$ cat src/rtl/flappy_pkg.sv
// Shared Flappy Bird constants: game states, geometry defaults,
// and the pipe-gap LFSR seed/taps with a one-step helper.
package flappy_pkg;

  typedef enum logic [1:0] {
    ST_TITLE = 2'd0,
    ST_READY = 2'd1,
    ST_PLAY  = 2'd2,
    ST_HOLD  = 2'd3
  } game_st_e;

  localparam int TICK_DIV_LOG2_D = 5;
  localparam int SCREEN_W_D      = 640;
  localparam int PIPE_W_D        = 60;
  localparam int PIPE_SPEED_D    = 2;
  localparam int BIRD_X_D        = 100;
  localparam int BIRD_W_D        = 20;
  localparam int BIRD_H_D        = 20;
  localparam int GAP_H_D         = 120;
  localparam int GAP_MIN_D       = 80;
  localparam int GAP_RESET_D     = 200;

  localparam logic [15:0] LFSR_SEED = 16'hACE1;
  // taps 16,14,13,11 (1-based) -> bits 15,13,12,10
  localparam logic [15:0] LFSR_TAPS = 16'hB400;

  function automatic logic [15:0] lfsr_next(
    input logic [15:0] s
  );
    return {s[14:0], ^(s & LFSR_TAPS)};
  endfunction

endpackage

$ cat src/rtl/pipe_collision_lfsr16.sv
// Free-running 16-bit Fibonacci LFSR, seeded on reset.
// Ports: clk, rst (async high) in; rnd = low byte of state out.
module lfsr16
  import flappy_pkg::*;
(
  input  logic       clk,
  input  logic       rst,
  output logic [7:0] rnd
);

  logic [15:0] q;

  always_ff @(posedge clk or posedge rst) begin
    if (rst) q <= LFSR_SEED;
    else     q <= lfsr_next(q);
  end

  assign rnd = q[7:0];

endmodule

$ cat src/rtl/pipe_collision.sv
// Scrolling pipe, gap height, bird collision and score counter.
// In: clk, rst (async high), enable, state[1:0], y_coord (signed).
// Out: pipe_x (signed), gap_y, collision (sticky), score, score_pulse.
// Optional: FLAPPY_PIPE_SPEEDUP_EN adds +1 speed per 8 points (max +4).
module pipe_collision
  import flappy_pkg::*;
#(
  parameter int TICK_DIV_LOG2 = TICK_DIV_LOG2_D,
  parameter int SCREEN_W      = SCREEN_W_D,
  parameter int PIPE_W        = PIPE_W_D,
  parameter int PIPE_SPEED    = PIPE_SPEED_D,
  parameter int BIRD_X        = BIRD_X_D,
  parameter int BIRD_W        = BIRD_W_D,
  parameter int BIRD_H        = BIRD_H_D,
  parameter int GAP_H         = GAP_H_D,
  parameter int GAP_MIN       = GAP_MIN_D,
  parameter int GAP_RESET     = GAP_RESET_D
) (
  input  logic               clk,
  input  logic               rst,
  input  logic               enable,
  input  logic [1:0]         state,
  input  logic signed [10:0] y_coord,
  output logic signed [10:0] pipe_x,
  output logic [10:0]        gap_y,
  output logic               collision,
  output logic [7:0]         score,
  output logic               score_pulse
);

  localparam logic signed [11:0] BX  = 12'(BIRD_X);
  localparam logic signed [11:0] BW  = 12'(BIRD_W);
  localparam logic signed [11:0] BH  = 12'(BIRD_H);
  localparam logic signed [11:0] PW  = 12'(PIPE_W);
  localparam logic signed [11:0] GH  = 12'(GAP_H);
  localparam logic signed [11:0] SPD = 12'(PIPE_SPEED);
  localparam logic signed [10:0] SPAWN_X = 11'(SCREEN_W);
  localparam logic [10:0] GAP_RST = 11'(GAP_RESET);
  localparam logic [10:0] GAP_LO  = 11'(GAP_MIN);

  logic [TICK_DIV_LOG2-1:0] div;
  logic                     tick;
  logic [7:0]               rnd;

  logic signed [11:0] px;
  logic signed [11:0] y;
  logic signed [11:0] gap;
  logic signed [11:0] spd;
  logic signed [11:0] nx;
  logic               overlap;
  logic               hit;
  logic               scored;
  logic               respawn;

  lfsr16 u_lfsr (
    .clk (clk),
    .rst (rst),
    .rnd (rnd)
  );

  assign tick = &div;

  // widen to 12 bits so x+W and y+H cannot wrap
  assign px  = {pipe_x[10], pipe_x};
  assign y   = {y_coord[10], y_coord};
  assign gap = {1'b0, gap_y};

`ifdef FLAPPY_PIPE_SPEEDUP_EN
  logic [4:0] bonus;
  assign bonus = (score[7:3] > 5'd4) ? 5'd4 : score[7:3];
  assign spd   = SPD + {7'd0, bonus};
`else
  assign spd = SPD;
`endif

  assign nx = px - spd;

  assign overlap = (BX + BW > px) && (BX < px + PW);

  assign hit = (overlap && ((y < gap) || (y + BH > gap + GH)))
             || (y <= 12'sd0);

  // pipe's right edge crosses the bird's left edge this tick
  assign scored = (px + PW >= BX) && (nx + PW < BX);

  assign respawn = (nx <= -PW);

  always_ff @(posedge clk or posedge rst) begin
    if (rst) begin
      div         <= '0;
      pipe_x      <= SPAWN_X;
      gap_y       <= GAP_RST;
      collision   <= 1'b0;
      score       <= 8'd0;
      score_pulse <= 1'b0;
    end else begin
      div         <= div + 1'b1;
      score_pulse <= 1'b0;
      unique case (game_st_e'(state))
        ST_READY: begin
          pipe_x    <= SPAWN_X;
          gap_y     <= GAP_RST;
          collision <= 1'b0;
          score     <= 8'd0;
        end
        ST_PLAY: begin
          if (enable && tick && !collision) begin
            if (hit) begin
              collision <= 1'b1;
            end else begin
              if (scored && (score != 8'hFF)) begin
                score       <= score + 8'd1;
                score_pulse <= 1'b1;
              end
              if (respawn) begin
                pipe_x <= SPAWN_X;
                gap_y  <= GAP_LO + {3'd0, rnd};
              end else begin
                pipe_x <= nx[10:0];
              end
            end
          end
        end
        default: begin
        end
      endcase
    end
  end

endmodule

$ cat config.mk
export PLATFORM = sky130hd
export DESIGN_NAME = pipe_collision
export DESIGN_NICKNAME = d
export VERILOG_FILES = /design/src/rtl/flappy_pkg.sv /design/src/rtl/pipe_collision_lfsr16.sv /design/src/rtl/pipe_collision.sv
export SDC_FILE = /design/constraint.sdc
export NUM_CORES = 1
export LEC_CHECK = 0
export CAP_MARGIN = 10
export CORE_UTILIZATION = 49
export CTS_CLUSTER_DIAMETER = 150
export DETAILED_ROUTE_END_ITERATION = 8
export PLACE_DENSITY = 0.76
export SLEW_MARGIN = 20
export SYNTH_ARGS = -nofsm -noshare
export SYNTH_HDL_FRONTEND = slang
export SYNTH_SLANG_ARGS = --single-unit
$ cat constraint.sdc
create_clock -name clk -period 2.9 [get_ports clk]
set_input_delay 0.58 -clock clk [delete_from_list [all_inputs] [get_ports clk]]
set_output_delay 0.58 -clock clk [all_outputs]
set_load 0.05 [all_outputs]
-- Yosys cells after proc, flatten, opt, wreduce, memory -nomap -nowiden
Index checks and enable logic that the tools add are counted.
- add/subtract/negate cells: 8
- multiply operators: 0
- div/mod/pow operators: 0
- order comparisons: 8
- equality and inequality tests: 8
- shifts and indexed selects: 0
- muxes and demuxes: 19
- bitwise logic cells: 0
- reduce and logical (&&, ||, !) cells: 16
- operator list (kind ; count):
    11-bit 2-to-1 mux ; 6
    11-bit one-hot mux with 2 select lines ; 2
    11-bit by 7-bit adder with 12-bit output, second input constant ; 2
    8-bit 2-to-1 mux ; 3
    8-bit one-hot mux with 2 select lines ; 1
    16-bit parity ; 1
    11-bit by 6-bit adder with 12-bit output, second input constant ; 1
    12-bit by 7-bit adder with 12-bit output, second input constant ; 1
    12-bit by 8-bit greater-or-equal comparator with 1-bit output, second input constant ; 1
    12-bit > comparator ; 1
    12-bit by 7-bit less-or-equal comparator with 1-bit output, second input constant ; 1
    11-bit by 12-bit less-than comparator with 1-bit output ; 1
    12-bit by 8-bit less-than comparator with 1-bit output, second input constant ; 1
    8-bit by 12-bit less-than comparator with 1-bit output, first input constant ; 1
    11-bit by 3-bit subtractor with 12-bit output, second input constant ; 1
    8-bit by 11-bit > comparator with 1-bit output, first input constant ; 1
    11-bit by 1-bit less-or-equal comparator with 1-bit output, second input constant ; 1
    2-bit != test, second input constant ; 5
    7-bit by 8-bit adder with 9-bit output, first input constant ; 1
    8-bit by 1-bit adder with 8-bit output, second input constant ; 1
    8-bit != test, second input constant ; 1
    4-bit AND reduction ; 2
    1-bit logical AND ; 6
    1-bit 2-to-1 mux ; 6
    9 further kinds ; 11
- register bits after elaboration: 53
- bits in latches: 0
- memory bits (writable): 0
- ROM bits: 0
- bits of input ports: 16
- output and inout port bits: 32
- word-level logic and storage cells: 66
- memories: 0

-- Depth between registers and ports, before layout
Gate-level depths: netlist of the first run.
- depth after elaboration: 9
- gate-level depth with buffers: 13
- gate-level depth less buffers: 12

-- Modules after synthesis
A second synthesis of the first run with hierarchy kept.
- cell total of the unflattened synthesis: 342
- area, all modules: 3224.3 um^2
- by module, submodules not included (module ; times used ; cells each ; area each (um^2) ; sequential area each (um^2)):
    pipe_collision ; 1 ; 314 ; 2723.9 ; 857.1
    lfsr16 ; 1 ; 28 ; 500.5 ; 410.4

-- Least setup slack after synthesis of the first run
Ideal clock, no wire load.
- kind: register -> register
- start: reg gap_y[3]
- end: reg score[3]
- library setup time: 0.078 ns
- arrival time: 3.100 ns
- data required time: 2.822 ns
- slack: -0.278 ns
- stages on the path, launching flop included: 13
- path buffers: 0
- clock period less this slack: 3.178 ns
- cell sequence: dfstp_2 > inv_1 > ha_1 > nand3_1 > nand3_1 > ha_1 > a211o_1 > a21oi_1 > o21ai_0 > o211ai_2 > a41oi_4 > or4_1 > a21oi_1
- cells in the longest elaborated chain, start to end: 7
- elaborated cells between the ends (all ways): 8
- those cells by class: 1 x add/sub; 2 x order compare; 1 x eq/ne; 4 x reduce/logical
- ends and longest elaborated chain (element ; line ; RTL):
    start: declaration ; pipe_collision.sv:25 ; output logic [10:0] gap_y,
    start signal: assignment ; pipe_collision.sv:117 ; gap_y <= GAP_LO + {3'd0, rnd};
    11-bit by 7-bit adder with 12-bit output ; pipe_collision.sv:80 ; assign hit = (overlap && ((y < gap) || (y + BH > gap + GH)))
    12-bit > comparator ; pipe_collision.sv:80 ;
    1-bit logical OR (*) ; pipe_collision.sv:80 ;
    1-bit logical AND (*) ; pipe_collision.sv:80 ;
    1-bit logical OR (*) ; pipe_collision.sv:81 ; || (y <= 12'sd0);
    2-bit != test (no line) (*) ; - ;
    4-bit AND reduction (no line) (*) ; - ;
    end signal: assignment ; pipe_collision.sv:112 ; score <= score + 8'd1;
    end: declaration ; pipe_collision.sv:27 ; output logic [7:0] score,
Every way passes the cells marked *; elsewhere a longest branch is shown, timed or not.
A chain may end at the register's enable or synchronous reset.

-- Final worst setup path of the first run
- start: reg gap_y[3]
- end: reg score[7]
Same word-level chain as after synthesis.

==> results of run 1 <==
-- metal layers --
layer  share of wire [%]  track usage, %
met2                  48            40.2
met5                   0               0
met4                 1.0            5.44
met1                  46            37.3
met3                 5.4            4.18
-- cells by family (layout without fill, tap and decap cells) --
group           after synthesis  count (layout)
compound gates               87              88
xor+xnor                     19              19
fa+ha+maj                    26              26
buf+inv                      41             128
flops                        50              50
mux                           5               5
other cells                   1               3
simple gates                 93              93
-- how the worst max path moves through the flow --
stage | from | endpoint | slack [ps] | depth (start not counted)
final | gap_y[3] | score[7] | 0.7 | 14
after global routing | gap_y[3] | score[7] | -160 | 14
after CTS | y_coord[8] | score[7] | 0.5 | 14
after detailed placement | y_coord[2] | score[6] | -780 | 13
after global placement | y_coord[3] | score[5] | -670 | 13
after floorplan | gap_y[3] | score[4] | -60 | 12
-- cells in the mapped netlist, drive strengths merged (7+ instances only) --
library cell / count
o31ai: 8
nor4: 10
a21oi: 21
inv: 24
xnor2: 15
nor2: 21
o21ai: 19
dfstp: 13
nand2: 10
nand3: 11
or4: 7
buf: 14
nor3: 8
nand4: 12
dfrtp: 37
ha: 26
-- power groups by stage --
stage,Combinational (mW),Clock [mW],Sequential [mW]
final,0.512,0.435,0.735
after global routing,0.553,0.471,0.737
after CTS,0.469,0.443,0.734
after detailed placement,0.461,0,0.747
after global placement,0.450,0,0.746
after floorplan,0.271,0,0.785
-- worst max-delay path: stages, from the launching register on --
cell and delay, ps:
dfstp_2 590, inv_4 50, ha_4 170, nand3_4 80, nand3_4 80, ha_4 240
a211o_1 290, a21oi_2 100, o21ai_1 80, o211ai_2 170, buf_6 150, nand4_1 100
buf_6 150, or4_4 420, a21oi_2 150
-- final cells by class --
type / count / area, µm² / share of cell area, %
clock buffer: 5 / 68.8 / 1.58
clock inverter: 3 / 26.3 / 0.604
inverter: 24 / 92.6 / 2.13
multi-input combinational: 234 / 1980 / 45.6
sequential: 50 / 1270 / 29.2
tap: 75 / 93.8 / 2.16
timing repair buffer: 96 / 818 / 18.8
-- layout by cell type (no fill, tap or decap), types with 9 or more instances in the layout --
master,instances
nand2_1,10
dfstp_2,13
xnor2_1,13
ha_1,23
nand3_1,9
inv_1,20
clkdlybuf4s50_1,36
buf_4,48
dfrtp_1,36
nor2_1,18
a21oi_1,15
o21ai_0,14
nand4_1,12
-- state kept, by name, indices dropped and copies added (netlist names) --
signal	cells
gap_y	9
div	5
score_pulse	1
score	8
collision	1
u_lfsr.q	16
pipe_x	10
-- timing repair --
action                                  4_1_cts  5_1_grt
buffers inserted                              3        3
endpoints found under the setup margin       29       27
gates resized for setup                      22       41
cloned                                        1        0
hold buffers                                  0        0
hold endpoints to repair                      0        0
pin swaps                                    10       28
-- metrics by stage --
step / power [mW] / setup slack (ps) / util, % / TNS, ps / area (µm²)
global placement: 1.20 / -669 / 65.7 / -16960 / 4010
CTS: 1.65 / 0.504 / 68.6 / 0 / 4180
global route: 1.76 / -160 / 71.4 / -1930 / 4350
detailed placement: 1.21 / -784 / 65.7 / -19030 / 4010
finish: 1.68 / 0.739 / 71.4 / 0 / 4350
floorplan: 1.06 / -56.7 / - / -279 / 3250
==> flow_summary.toml, run 1 <==
[logic_synthesis]
synthFlopType = "dfrtp_1"
yosys_register_bits = 50
syn_inst = 322
ys_seq_area_share_pct = 39.9
synth_top_area_cell = "dfrtp_1"
synth-compound-area-share_pct = 19.7
synthSimpleGateAreaFrac_pct = 16.7
yosys.cell_types.count = 54
syn_area_per_cell_um2 = 9.86
synth_area_leaders = "dfrtp_1 29%, dfstp_2 11%, ha_1 10%"
async_reset_ff_share_pct = 100
syn_area_um2 = 3170
synth-xor-area-share_pct = 5.24
synth-edff-count = 0
synthMuxAreaShare_pct = 1.62
synth_top_family_by_area = "compound AO/OA/AOI/OAI gates"
synth_fa_ha_area_share_pct = 10.2
synth_warnings = 0
synth_top_area_share_pct = 29.2

[global_routing]
antenna_found_initial = 0
grt_usage_pct = 25.7
grt_pass1_vias = 2678
grt_max_degree = 27
grt_pass1_wl_um = 13100
grt_overflow = 0

[die]
ioPinCount = 48
die_area_um2 = 6800
row_count = 28
die_y_um = 82.5
core-area_um2 = 6100
die_x_um = 82.5
start_util_pct = 52.1

[sta]
max_freq_ghz = 0.345
setup_viol = 0
worstMarginPinSlew_ps = 599
relSlewSlack_pct = 60.0
post-route-period-util_pct = 100
grt_setup_unrepaired = "yes"
hold_ws_ps = 365
period_needed_ps = 2900
skew_ps = 5.88
final_hold_viol_count = 0
slew_viol_final = 0

[clock_tree]
clkTransAtPathRegs_ps = 100
cts_made_buffers = 5
worstSkewPairLatency_ps = 310
root_buffer = "clkbuf_8"
h-tree-depth = 2
cts_sinks = 50
cts_buffer_depth = 2
cts_tree = "done"

[worst_setup_path]
path_max_fanout = 7
r2r_cells = 14
cp-end-kind = "register"
path_class = "register to register"
cp-start-kind = "register"
r2r_slack_ps = 0.7
r2r-end = "score[7]"
rr_startpoint = "gap_y[3]"
critical_path_arrival_ps = 3140
required_ps = 3140

[detailed_routing]
wl_per_cell_um = 17.1
via_per_inst = 6.00
wl_um = 8300
drc_errors = 0
drtPass1Iterations = 4
vias = 2923
antenna_left = 0
drtIter0Drc = 227

[power_and_ir_drop]
p_seq_share_pct = 43.7
p_sw_share_pct = 34.3
p_int_mw = 1.10
switching_power_mw = 0.577
combPwrFrac_pct = 30.4
p_per_area_nw_per_um2 = 387
leakage_nw = 1.87
clkPwrFrac_pct = 25.9
irDropWorstVdd_mv = 0.373

[final_layout]
instances_no_fill = 487
n_fill_cell = 438
area.growth.synth_to_final_pct = 37.1
post_route_cells_drive_above_1_share_pct = 31.3
layout.nets = 453
num_antenna_cells = 0

[placed_design]
place_congestion = 0.899
place_inst = 472
port_buffers = 44
hpwl_um = 5960

[hold_path]
min_to = "u_lfsr.q[10]"
worstHoldStart = "u_lfsr.q[9]"
min_path_type = "register to register"
holdPathStages = 0

[flow_run]
cap_violations = 0

[outcome]
run_status = "finished clean"
Power figures use the tool's default switching activity.
==> run 2, diff against run 1 <==
Settings changed: CAP_MARGIN 10 to unset.
==> results of run 2 <==
No change in the layout: final DEF, timing and power equal those of run 1.
==> run 3, diff against run 2 <==
Settings changed: CTS_BUF_LIST set to sky130_fd_sc_hd__clkbuf_16, CTS_CLUSTER_DIAMETER 150 to unset, REMOVE_ABC_BUFFERS set to 1.
==> run 3 against run 2 <==
The flow now finishes with violations (negative setup slack); sequential share of layout area fell by 2.4 points; fmax down 7.5%; clock skew up 0.62 ps; largest power group unchanged; wire length increased by 16%; critical endpoint is now gap_y[3]; first-iteration DRC count increased by 48%; setup slack got worse by 240 ps; flip-flop and latch count unchanged; total power is 18% higher; clock power up 59%; critical path depth grew 1.
==> flow_summary.toml, run 3 (same netlist as run 1, synthesis figures left out) <==
[outcome]
run_status = "finished, violations left"
violations = "negative setup slack"

[sta]
grt_setup_unrepaired = "yes"
slew_viol_final = 0
post-route-period-util_pct = 108
relSlewSlack_pct = 59.1
setup_viol = 12
final_hold_viol_count = 0
skew_ps = 6.51
max_freq_ghz = 0.319
finalWorstSetupSlack_ps = -236
worstMarginPinSlew_ps = 613
period_needed_ps = 3140

[final_layout]
largest_reg_flops = 16
final_area_um2 = 4740
largestRegisters = "u_lfsr.q: 16 flops, pipe_x: 10 flops, gap_y: 9 flops"
num_antenna_cells = 0
n_fill_cell = 377
post_route_cells_drive_above_1_share_pct = 37.4
final_common_cell = "buf_4"
instances_no_fill = 511
final_cell_mix = "65 x buf_4, 36 x dfrtp_1, 36 x clkdlybuf4s50_1, 21 x inv_1, 20 x ha_1"
layout.nets = 477
area.growth.synth_to_final_pct = 49.3
regMostFlops = "u_lfsr.q"

[flow_run]
cap_violations = 0

[worst_setup_path]
path_max_fanout = 6
crit_slowest_cell = "dfstp_2"
path_class = "register to register"
worst-path-buf-inv = 4
critical_path_arrival_ps = 3340
cp.depth = 15
crit_top_cell = "buf_6"
cp-start-kind = "register"
cp_top_family = "compound AO/OA/AOI/OAI gates"
max_stage_delay_ps = 560
required_ps = 3100
r2r_cells = 15
cp-end-kind = "register"
crit_chain = "buf_6, nor3_4, a21o_1, xnor2_2, ha_4, a211o_1, a21oi_1, o21ai_1, o211ai_2, buf_4, a41oi_4, buf_6, buf_6, nor4_1, a21oi_1"

[clock_tree]
worstSkewPairLatency_ps = 290
clkTransAtPathRegs_ps = 70
cts_sinks = 50
hold_buffers = 0
cts_tree = "done"
cts_buffer_depth = 2
root_buffer = "clkbuf_16"
cts_made_buffers = 5
h-tree-depth = 2

[die]
ioPinCount = 48
die_y_um = 82.5
core-area_um2 = 6100
start_util_pct = 52.1
row_count = 28
die_area_um2 = 6800
die_x_um = 82.5

[detailed_routing]
antenna_left = 0
wl_per_cell_um = 18.9
drtPass1Iterations = 6
drtIter0Drc = 336
drc_errors = 0
wl_um = 9640
vias = 3167
via_per_inst = 6.20

[placed_design]
place_congestion = 0.898
dpl_cell_area_um2 = 4000
hpwl_um = 5910
place_inst = 479
port_buffers = 44

[global_routing]
grt_max_degree = 51
antenna_found_initial = 0
grt_overflow = 0
grt_pass1_vias = 2978
grt_usage_pct = 28.0
grt_pass1_wl_um = 14100

[power_and_ir_drop]
irDropWorstVdd_mv = 0.363
p_per_area_nw_per_um2 = 419
leakage_nw = 2.04

[hold_path]
min_path_type = "register to register"
holdPathStages = 0
[run 3: cell types whose count changed in the layout (fill, tap and decap cells not counted), moves of 4 or more]
cell       delta
buf_4        +17
buf_6        +10
clkbuf_16     +5
clkbuf_2      -5
clkbuf_8      -5
o31ai_1       -6
o31ai_2       +4
[run 3: layer usage]
layer | wire, µm | vias up | global-route usage, %
li1 | - | 1424 | -
met1 | 4010 | 1543 | 34.9
met2 | 4720 | 163 | 47.7
met3 | 611 | 37 | 6.48
met4 | 298 | 0 | 9.12
met5 | 0 | - | 0
[run 3: power breakdown]
| part | switching [mW] | internal (mW) | leakage (nW) |
|---|---|---|---|
| Sequential | 0.0209 | 0.714 | 0.639 |
| Combinational | 0.322 | 0.239 | 1.32 |
| Clock | 0.280 | 0.414 | 0.0848 |
| Total | 0.622 | 1.37 | 2.04 |
[run 3: final timing paths]
kind	from	end	slack [ps]
setup reg to reg	gap_y[3]	gap_y[3]	-240
max in group asynchronous	rst	gap_y[5]	1700
setup / recovery	gap_y[3]	gap_y[3]	-240
hold reg to reg	u_lfsr.q[9]	u_lfsr.q[10]	350
min in group asynchronous	rst	div[0]	760
hold / removal	u_lfsr.q[9]	u_lfsr.q[10]	350
[run 3: through the flow]
stage	util [%]	hold slack [ps]	worst slack, ps	TNS (ps)	total power, mW
6_report	77.8	354	-236	-563	1.99
5_1_grt	77.8	362	-322	-3050	2.07
4_1_cts	73.0	359	-28.7	-104	1.92
3_5_place_dp	65.6	343	-749	-17130	1.20
3_3_place_gp	65.6	334	-653	-14990	1.19
2_1_floorplan	-	331	-511	-7870	1.02
[run 3: timing repair]
item                       CTS  global route
setup endpoints to repair   28            28
pin swaps                   35            31
gates resized for setup     54            51
setup buffers               18             7
[run 3: area by class of cell]
cell class                      instances  area [µm²]  share of cell area [%]
Clock buffer                            5         125                    2.64
Clock inverter                          3        47.5                    1.00
Inverter                               24        90.1                    1.90
Multi-Input combinational cell        233        2050                    43.2
Sequential cell                        50        1270                    26.8
Tap cell                               75        93.8                    1.98
Timing Repair Buffer                  121        1070                    22.6
